--- config.mk ---
export PLATFORM = sky130hd
export DESIGN_NAME = pd_fifo_buffer
export DESIGN_NICKNAME = d
export VERILOG_FILES = /design/src/rtl/pd_fifo_buffer.sv
export SDC_FILE = /design/constraint.sdc
export NUM_CORES = 1
export LEC_CHECK = 0
export ABC_AREA = 1
export CAP_MARGIN = 20
export CORE_ASPECT_RATIO = 1.25
export CORE_MARGIN = 3
export CORE_UTILIZATION = 48
export DETAILED_ROUTE_END_ITERATION = 8
export GPL_TIMING_DRIVEN = 0
export PLACE_DENSITY = 0.75
export SLEW_MARGIN = 40
export SYNTH_ARGS = -nofsm -noshare
export SYNTH_HDL_FRONTEND = slang
export SYNTH_SLANG_ARGS = --single-unit
--- constraint.sdc ---
create_clock -name clk -period 2 [get_ports clk]
set_clock_uncertainty 0.15 [all_clocks]
set_input_delay 0.4 -clock clk [delete_from_list [all_inputs] [get_ports clk]]
set_output_delay 0.4 -clock clk [all_outputs]
set_load 0.005 [all_outputs]
--- src/rtl/pd_fifo_buffer.sv ---
// Buffered ready/valid FIFO: first-word-fall-through output, registered in_ready,
// occupancy count, sticky peak-occupancy monitor and synchronous flush.
module pd_fifo_buffer #(
    parameter int DATA_WIDTH        = 8,
    parameter int DEPTH             = 4,
    parameter int ALMOST_FULL_LEVEL = DEPTH - 1,
    parameter int CW                = $clog2(DEPTH + 1)
) (
    input  logic                  clk,
    input  logic                  rst,
    input  logic                  flush,
    input  logic                  in_valid,
    output logic                  in_ready,
    input  logic [DATA_WIDTH-1:0] in_data,
    output logic                  out_valid,
    input  logic                  out_ready,
    output logic [DATA_WIDTH-1:0] out_data,
    output logic [CW-1:0]         count,
    output logic                  almost_full,
    output logic [CW-1:0]         peak_count
);

    localparam int AW = (DEPTH > 1) ? $clog2(DEPTH) : 1;
    localparam logic [AW-1:0] LAST = AW'(DEPTH - 1);

    logic [DATA_WIDTH-1:0] mem [DEPTH];
    logic [AW-1:0]         wr_ptr;
    logic [AW-1:0]         rd_ptr;
    logic [CW-1:0]         count_next;
    logic                  push;
    logic                  pop;

    // Pointers wrap at DEPTH-1 so non-power-of-two depths work.
    function automatic logic [AW-1:0] bump(input logic [AW-1:0] p);
        return (p == LAST) ? '0 : p + 1'b1;
    endfunction

    assign push      = in_valid & in_ready;
    assign out_valid = (count != '0);
    assign pop       = out_valid & out_ready;
    assign out_data  = mem[rd_ptr];

    always_comb begin
        count_next = count;
        if (push && !pop) begin
            count_next = count + 1'b1;
        end else if (!push && pop) begin
            count_next = count - 1'b1;
        end
    end

    // Storage is not reset; a stale slot is never visible while out_valid=0.
    always_ff @(posedge clk) begin
        if (push) begin
            mem[wr_ptr] <= in_data;
        end
    end

    always_ff @(posedge clk or posedge rst) begin
        if (rst) begin
            wr_ptr      <= '0;
            rd_ptr      <= '0;
            count       <= '0;
            in_ready    <= 1'b0;
            almost_full <= 1'b0;
            peak_count  <= '0;
        end else if (flush) begin
            wr_ptr      <= '0;
            rd_ptr      <= '0;
            count       <= '0;
            in_ready    <= 1'b1;
            almost_full <= 1'b0;
            peak_count  <= '0;
        end else begin
            if (push) begin
                wr_ptr <= bump(wr_ptr);
            end
            if (pop) begin
                rd_ptr <= bump(rd_ptr);
            end
            count       <= count_next;
            in_ready    <= (count_next < CW'(DEPTH));
            almost_full <= (count_next >= CW'(ALMOST_FULL_LEVEL));
            if (count_next > peak_count) begin
                peak_count <= count_next;
            end
        end
    end

    a_no_overflow: assert property (
        @(posedge clk) disable iff (rst) push |-> (count < CW'(DEPTH)));

    a_no_underflow: assert property (
        @(posedge clk) disable iff (rst) pop |-> (count != '0));

    a_peak_bound: assert property (
        @(posedge clk) disable iff (rst) peak_count >= count);

    // A waiting producer must hold its word until it is taken.
    a_producer_hold: assert property (
        @(posedge clk) disable iff (rst)
        (in_valid && !push) |=> (in_valid && in_data == $past(in_data)));

endmodule
# After elaboration in Yosys (flattened, before gate mapping)
# Memories as Yosys holds them, arrays and structs flattened.
# Index checks and enable logic that the tools add are counted.
# op_classes
addsub	4
magnitude_cmp	3
n_eq_ne	2
mux	15
bitwise_logic	2
reduce_logical	8
# ops
operator	n
$mux W3	5
$mux W2	6
$reduce_bool A2 Y1	3
$add A2 B1 Y2 const B	2
$eq A2 B2 Y1 const B	2
$mux W1	4
$add A3 B1 Y3 const B	1
$ge A3 B2 Y1 const B	1
$gt A3 B3 Y1	1
$lt A3 B3 Y1 const B	1
$reduce_bool A3 Y1	1
$sub A3 B1 Y3 const B	1
$and A1 B1 Y1	2
$logic_and A1 B1 Y1	2
$logic_not A1 Y1	2
# word_totals
register_bits	12
ram_bits	32
input_bits	13
wordCells	41
memories	1
# memory_table
memory	words	word_bits	read_ports	rd_clocked_by_memory_dff	wr	line_no	rtl
mem	4	8	1	0	1	26	logic [DATA_WIDTH-1:0] mem [DEPTH];

# Depth between registers and ports, before layout
# Gate-level depths: netlist of the first run.
# logic_depth
depth_word	8
ltp_mapped	20
depth_no_buf	20

# Least setup slack after synthesis of the first run
# Ideal clock, no wire load.
# synth_path
kind	register -> register
startpoint	register count[0]
endpoint	register peak_count[0]
setup_ns	0.119
t_arrival_ns	1.959
required_ns	1.731
slack_ns	-0.228
stages_incl_launch_ff	19
n_path_buf	0
path_cell_list	dfrtp_1 > inv_1 > ha_1 > a21oi_1 > nand3_1 > nand2_1 > nand2_2 > nand2_1 > inv_1 > ha_1 > nand2_1 > inv_1 > nand2_1 > nand2_1 > nand2_1 > nand2_1 > inv_1 > nand2_1 > o21ai_2
# synth_between
elab_chain_len	7
word_cells_on_any_way	13
classes_between	add/sub: 2; order compare: 1; mux: 4; bitwise: 1; reduce/logical: 5
# synth_rtl
item	line_no	rtl
start, declared	18	output logic [CW-1:0] count,
start signal, assigned	81	count <= count_next;
parallel branches: the longest is 4 deep, another holds $sub A3 B1 Y3	--	
$mux W3 *	45	if (push && !pop) begin
$gt A3 B3 Y1 / $mux W3 (equally long branches)	84	if (count_next > peak_count) begin
$reduce_bool A2 Y1 (no source line) / $mux W3 (equally long branches)	--	
end signal, assigned	85	peak_count <= count_next;
end, declared	20	output logic [CW-1:0] peak_count
# Every way passes the cells marked *. The select of a mux whose other input is x is not followed.
# A chain may end at the register's enable or synchronous reset.

# Worst setup path after layout of the first run
# layout_path
startpoint	register count[0]
endpoint	register peak_count[2]
# The elaborated chain is that of the path after synthesis.

==> impl_metrics.py, run 1 <==
metrics = {
    "global_route": {
        "grt.overflow.total": 0,
        "antenna_found_initial": 0,
        "grt_pass1_vias": 1500,
        "grt_pass1_wl_um": 6920,
        "grtUsageTotal_pct": 18.0,
        "grt_max_degree": 16,
    },
    "synth": {
        "syn_inst": 183,
        "synth_top_cell_by_area": "edfxtp_1",
        "ys_seq_elements": 44,
        "yosysWarnings": 0,
        "yosys-top-cells-count": "edfxtp_1, inv_1, nand2_1, nor2_1, o21ai_0",
        "syn-cell-area_um2": 2050,
        "seq_area_frac_synth_pct": 61.4,
        "ys.flop_type": "edfxtp_1",
        "yosysTopAreaCellShare_pct": 46.8,
        "synthArstFlopShare_pct": 27.3,
        "synthesis.nets": 207,
        "synth_cell_types": 23,
        "syn_avg_cell_area_um2": 11.2,
        "synth_enable_flop_cells": 32,
        "yosysMostFrequentCell": "edfxtp_1",
        "yosys-top-cells-area": "edfxtp_1, dfrtp_1, ha_1",
    },
    "detailed_routing": {
        "vias": 1462,
        "vias_per_cell": 5.01,
        "routed_wl_um": 4510,
        "wl_per_cell_um": 15.4,
        "first_iter_violations": 37,
        "antenna_left": 0,
        "dr.pass1.iters": 4,
        "drcViolationCount": 0,
    },
    "layout": {
        "nets": 261,
        "stdcell_count": 292,
        "syn_to_final_growth_pct": 37.4,
        "post-route-util_pct": 71.6,
        "drive_above_1_share_pct": 38.7,
        "diodes": 0,
        "fillers": 274,
        "fin_area_um2": 2820,
    },
    "sta": {
        "rsz0062_at_grt": "yes",
        "finalSetupViolCount": 3,
        "whs_ns": 0.272,
        "slew_headroom_pct": 52.2,
        "finalCriticalPeriod_ns": 2.20,
        "min_period_over_period_pct": 110,
        "slew_violations": 0,
        "setup_ws_ns": -0.202,
        "hold_violations": 0,
        "tightestPinTransition_ns": 0.715,
        "max_clock_freq_mhz": 454,
    },
    "die": {
        "initial_core_util_pct": 52.1,
        "num_rows": 25,
        "io_pins": 30,
        "die_x_um": 64.5,
        "die_h_um": 79.1,
        "core_um2": 3940,
        "die_area_um2": 5110,
    },
    "worst_setup_path": {
        "cp.required_ns": 2.03,
        "max_stage_delay_ns": 0.41,
        "cp_data_arrival_time_ns": 2.23,
        "r2r_slack_ns": -0.20,
        "path_cells": "inv_2, ha_4, nand2_4, nand2_4, nand2_4, nand2_4, nor2_4, nor2_4, ha_4, nand2_2, inv_2, nand2_2, nand2_2, nand2_2, nand2_4, nand4_1, nand2_1",
        "critPathKind": "reg -> reg",
        "worstSetupEndpointType": "flop",
        "start_kind": "flop",
        "crit_path_top_delay_cell": "dfrtp_1",
        "critical_path.most_common_cell": "nand2_4",
        "path_max_fanout": 4,
    },
    "cts": {
        "cts_sinks": 44,
        "tritoncts": "done",
        "hold_buffers": 0,
        "clockBufferDepth": 2,
        "cts_root_buf": "clkbuf_8",
        "numCtsBuffers": 5,
        "clk-insertion-delay-late_ns": 0.29,
        "path_clk_slew_ns": 0.09,
        "cts_max_level": 2,
    },
    "placement": {
        "dpl_cell_area_um2": 2430,
        "dp_cells": 266,
        "io_buffers": 29,
        "gp_congestion": 0.799,
        "dp_hpwl_um": 2740,
    },
    "flow_run": {
        "maxCapViolations": 0,
    },
    "power": {
        "power_per_cell_area_nw_per_um2": 1370,
        "vdd_drop_max_mv": 0.809,
        "p_leak_nw": 1.19,
    },
    "status": {
        "status": "finished, violations left",
        "violations": "setup timing",
    },
    "min_path": {
        "min_path_type": "in -> async",
    },
}
-- area by class of cell --
type	instances	area, µm²	share of cell area (%)
inverter	26	113	3.99
multi-input combinational	109	800	28.3
clock inverter	3	46.3	1.64
tap	54	67.6	2.39
sequential	44	1260	44.8
buffer	4	52.6	1.86
timing repair buffer	47	412	14.6
clock buffer	5	68.8	2.44
-- per-layer routing --
metal  share of wire (%)  wire [µm]  vias to the layer above  track usage (%)
met2                  56       2530                       34             35.7
li1                    -          -                      730                -
met1                  38       1730                      693             18.8
met5                   0          0                        -                0
met3                 4.2        190                        5             3.39
met4                 1.3         57                        0             5.07
-- power breakdown --
group	leakage (nW)	switching, W	internal, W
Combinational	0.690	0.00103	0.000918
Sequential	0.444	0.0000975	0.00113
Clock	0.0548	0.000314	0.000376
Total	1.19	0.00144	0.00242
-- cells in the final DEF (no fill, tap or decap), types with 3 or more instances in the layout --
| cell type | instances |
|---|---|
| o22ai_1 | 8 |
| nand2_1 | 11 |
| nand2_2 | 13 |
| inv_2 | 5 |
| nand3_2 | 4 |
| nor2_1 | 17 |
| nor2_2 | 4 |
| buf_6 | 3 |
| clkbuf_2 | 6 |
| inv_1 | 18 |
| o21ai_2 | 8 |
| clkdlybuf4s50_1 | 17 |
| ha_1 | 7 |
| nand2_4 | 5 |
| buf_4 | 16 |
| ha_4 | 3 |
| nand3_1 | 4 |
| dfrtp_1 | 10 |
| o21ai_1 | 6 |
| clkbuf_8 | 5 |
| o21ai_0 | 5 |
| edfxtp_1 | 32 |
-- worst paths after layout --
kind / from / to / cells past startpoint
worst min-delay path: rst / wr_ptr[0] / 2
worst max register to register: count[0] / peak_count[2] / 17
max in group asynchronous: rst / rd_ptr[1] / 2
min in group clk: peak_count[2] / peak_count[2] / 2
worst max-delay path: count[0] / peak_count[2] / 17
worst min register to register: peak_count[2] / peak_count[2] / 2
-- cells by family (layout without fill, tap and decap cells) --
kind of cell               Yosys count  count (layout)  synth area share (%)
AOI/OAI and AO/OA                   33              33                  9.14
adders and majority gates           11              11                  6.70
DFF                                 44              44                  61.4
buffers and inverters               30              85                  5.85
and+or+nand+nor                     64              64                  16.5
xor gates and xnor gates             1               1                 0.426
-- stage by stage --
| stage | total power, W | setup WS, ns | TNS [ns] |
|---|---|---|---|
| 2_1_floorplan | 0.00211 | -0.107 | -0.279 |
| 3_3_place_gp | 0.00262 | -0.581 | -11.17 |
| 3_5_place_dp | 0.00265 | -0.607 | -12.28 |
| 4_1_cts | 0.00361 | -0.165 | -0.536 |
| 5_1_grt | 0.00411 | -0.330 | -0.968 |
| 6_report | 0.00386 | -0.202 | -0.531 |
-- worst max-delay path, delay by kind of cell, from the launching register on --
family / cells / cell delay [ns]
adders and majority gates: 2 / 0.39
buffers and inverters: 2 / 0.15
DFF: 1 / 0.41
and+or+nand+nor: 13 / 1.00
-- timing repair --
item / 4_1_cts / 5_1_grt
pin swaps: 11 / 18
hold endpoints to repair: 0 / 0
buffers inserted: 12 / 5
endpoints found under the setup margin: 12 / 20
gates resized for setup: 61 / 32
cloned: 1 / 0
-- state kept, by name, summed over array words and instances, names as in the netlist --
signal       flops
mem             32
count            3
peak_count       3
rd_ptr           2
wr_ptr           2
almost_full      1
in_ready         1
Note: power is estimated with default switching activity, not from simulation.
==> run 2, diff against run 1 <==
--- a/config.mk
+++ b/config.mk
@@ -8,12 +8,10 @@
 export ABC_AREA = 1
 export CAP_MARGIN = 20
 export CORE_ASPECT_RATIO = 1.25
-export CORE_MARGIN = 3
 export CORE_UTILIZATION = 48
 export DETAILED_ROUTE_END_ITERATION = 8
-export GPL_TIMING_DRIVEN = 0
 export PLACE_DENSITY = 0.75
-export SLEW_MARGIN = 40
+export SLEW_MARGIN = 30
 export SYNTH_ARGS = -nofsm -noshare
 export SYNTH_HDL_FRONTEND = slang
 export SYNTH_SLANG_ARGS = --single-unit
==> run 2 against run 1 <==
  * The run still ends with setup timing left
  * Sequential power hardly changed
  * Final cell count is 4.8% higher
  * Setup slack improved by 0.015 ns
  * Critical path depth unchanged
  * Die area fell by 11%
  * Critical endpoint unchanged
  * Highest routed layer unchanged
  * Via count up 1.1%
  * Worst hold slack worse by 0.0099 ns
==> impl_metrics.py, run 2 (synthesis gave the netlist of run 1 again) <==
metrics = {
    "sta": {
        "setup_ws_ns": -0.187,
        "finalCriticalPeriod_ns": 2.19,
        "slew_headroom_pct": 67.0,
        "tightestPinTransition_ns": 0.494,
        "tns_ns": -0.553,
        "rsz0062_at_grt": "yes",
        "max_clock_freq_mhz": 457,
        "hold_violations": 0,
        "min_period_over_period_pct": 109,
        "slew_violations": 0,
        "finalSetupViolCount": 3,
    },
    "die": {
        "num_rows": 26,
        "die_x_um": 60.5,
        "die_area_um2": 4550,
        "die_h_um": 75.1,
        "io_pins": 30,
        "initial_core_util_pct": 50.1,
        "core_um2": 4100,
    },
    "worst_setup_path": {
        "critPathKind": "reg -> reg",
        "path_max_fanout": 4,
        "cp.required_ns": 2.09,
        "start_kind": "flop",
        "cp_data_arrival_time_ns": 2.28,
        "worstSetupEndpointType": "flop",
    },
    "status": {
        "violations": "setup timing",
        "status": "finished, violations left",
    },
    "global_route": {
        "grt_pass1_wl_um": 6310,
        "grt.overflow.total": 0,
        "grt_pass1_vias": 1415,
        "use_met3_pct": 5.67,
        "grtUsageTotal_pct": 19.8,
        "use_met1_pct": 21.4,
        "busiest_layer": "met2",
        "use_met2_pct": 36.5,
        "antenna_found_initial": 0,
        "grt_max_degree": 16,
    },
    "cts": {
        "numCtsBuffers": 5,
        "cts_root_buf": "clkbuf_8",
        "cts_sinks": 44,
        "clk-insertion-delay-late_ns": 0.30,
        "cts_max_level": 2,
        "tritoncts": "done",
        "path_clk_slew_ns": 0.09,
        "hold_buffers": 0,
        "clockBufferDepth": 2,
    },
    "power": {
        "switchingPower_w": 0.00131,
        "vdd_drop_max_mv": 0.793,
        "power_per_cell_area_nw_per_um2": 1310,
        "internal-power_w": 0.00241,
        "p_seq_share_pct": 32.5,
        "p_leak_nw": 1.23,
        "clock_power_share_pct": 18.4,
        "p_sw_share_pct": 35.3,
        "combPwrFrac_pct": 49.0,
    },
    "detailed_routing": {
        "first_iter_violations": 41,
        "vias_per_cell": 4.83,
        "antenna_left": 0,
        "drcViolationCount": 0,
        "vias": 1478,
        "dr.pass1.iters": 4,
        "wl_per_cell_um": 13.3,
        "routed_wl_um": 4080,
    },
    "min_path": {
        "min_path_type": "in -> async",
    },
    "placement": {
        "gp_congestion": 0.805,
        "place_ws_ns": -0.493,
        "dp_hpwl_um": 2890,
        "io_buffers": 29,
    },
    "layout": {
        "reg_top3": "mem: 32 flops, count: 3 flops, peak_count: 3 flops",
        "diodes": 0,
        "post-route-util_pct": 69.2,
        "drive_above_1_share_pct": 34.0,
        "largest_reg_flops": 32,
        "fillers": 303,
        "layout_common_cells": "edfxtp_1, buf_4, nor2_1, inv_1, clkdlybuf4s50_1",
        "multi_input_area_um2": 758,
        "ff_latch_area_um2": 1260,
        "syn_to_final_growth_pct": 38.1,
        "nets": 273,
        "regMostFlops": "mem",
    },
    "flow_run": {
        "maxCapViolations": 0,
    },
}
[run 2: changes by cell type in the layout (fill, tap and decap cells not counted), sizes merged]
cell	change
clkdlybuf4s50	+1
clkdlybuf4s15	+3
clkbuf	-1
buf	+11
dlygate4sd2	-2
[run 2: timing repair]
| action | CTS | global route |
|---|---|---|
| buffers inserted | 3 | 2 |
| resized for setup | 21 | 37 |
| setup endpoints to repair | 12 | 13 |
| pin swaps | 4 | 2 |
[run 2: final timing paths]
check	startpoint	endpoint	slack, ns	cells past startpoint
min in group clk	peak_count[1]	peak_count[1]	0.38	2
hold / removal	rst	rd_ptr[0]	0.26	2
max in group asynchronous	rst	count[1]	1.08	2
hold reg to reg	peak_count[1]	peak_count[1]	0.38	2
setup / recovery	count[0]	peak_count[2]	-0.19	17
setup reg to reg	count[0]	peak_count[2]	-0.19	17
[run 2: worst max-delay path: stages, from the launching register on]
cell	delay (ns)
dfrtp_1	0.41
inv_2	0.12
ha_4	0.17
nand2_4	0.07
nand3_4	0.10
nand2_1	0.06
nand2_1	0.08
nand2_2	0.06
nand2_2	0.06
inv_2	0.04
ha_4	0.21
a21oi_1	0.18
nand2_1	0.07
nand2_1	0.07
nand2_2	0.06
inv_2	0.10
nand2_1	0.05
nand2_1	0.06
[run 2: routing by layer]
| layer | routed length [µm] | vias up | share of wire, % |
|---|---|---|---|
| li1 | - | 754 | - |
| met1 | 1680 | 688 | 41 |
| met2 | 2200 | 30 | 54 |
| met3 | 155 | 6 | 3.8 |
| met4 | 47 | 0 | 1.2 |
| met5 | 0 | - | 0 |
[run 2: final cells by class]
class | count | area share [%]
Clock inverter | 3 | 1.63
Clock buffer | 5 | 2.43
Tap cell | 56 | 2.47
Timing Repair Buffer | 63 | 18.8
Sequential cell | 44 | 44.5
Multi-Input combinational cell | 109 | 26.7
Inverter | 26 | 3.44
[run 2: power by group through the flow]
stage / Clock, W / Sequential, W / Combinational [W]
2_1_floorplan: 0 / 0.00122 / 0.000886
6_report: 0.000686 / 0.00121 / 0.00182
5_1_grt: 0.000738 / 0.00123 / 0.00202
3_5_place_dp: 0 / 0.00122 / 0.00167
3_3_place_gp: 0 / 0.00122 / 0.00163
4_1_cts: 0.000705 / 0.00120 / 0.00171
[run 2: metrics by stage]
stage / total power (W) / cells / hold slack (ns) / area, µm²
3_3_place_gp: 0.00284 / 293 / 0.357 / 2630
3_5_place_dp: 0.00289 / 293 / 0.361 / 2630
6_report: 0.00372 / 306 / 0.262 / 2840
5_1_grt: 0.00399 / 306 / 0.305 / 2840
4_1_cts: 0.00362 / 304 / 0.268 / 2780
2_1_floorplan: 0.00211 / 183 / 0.115 / 2070
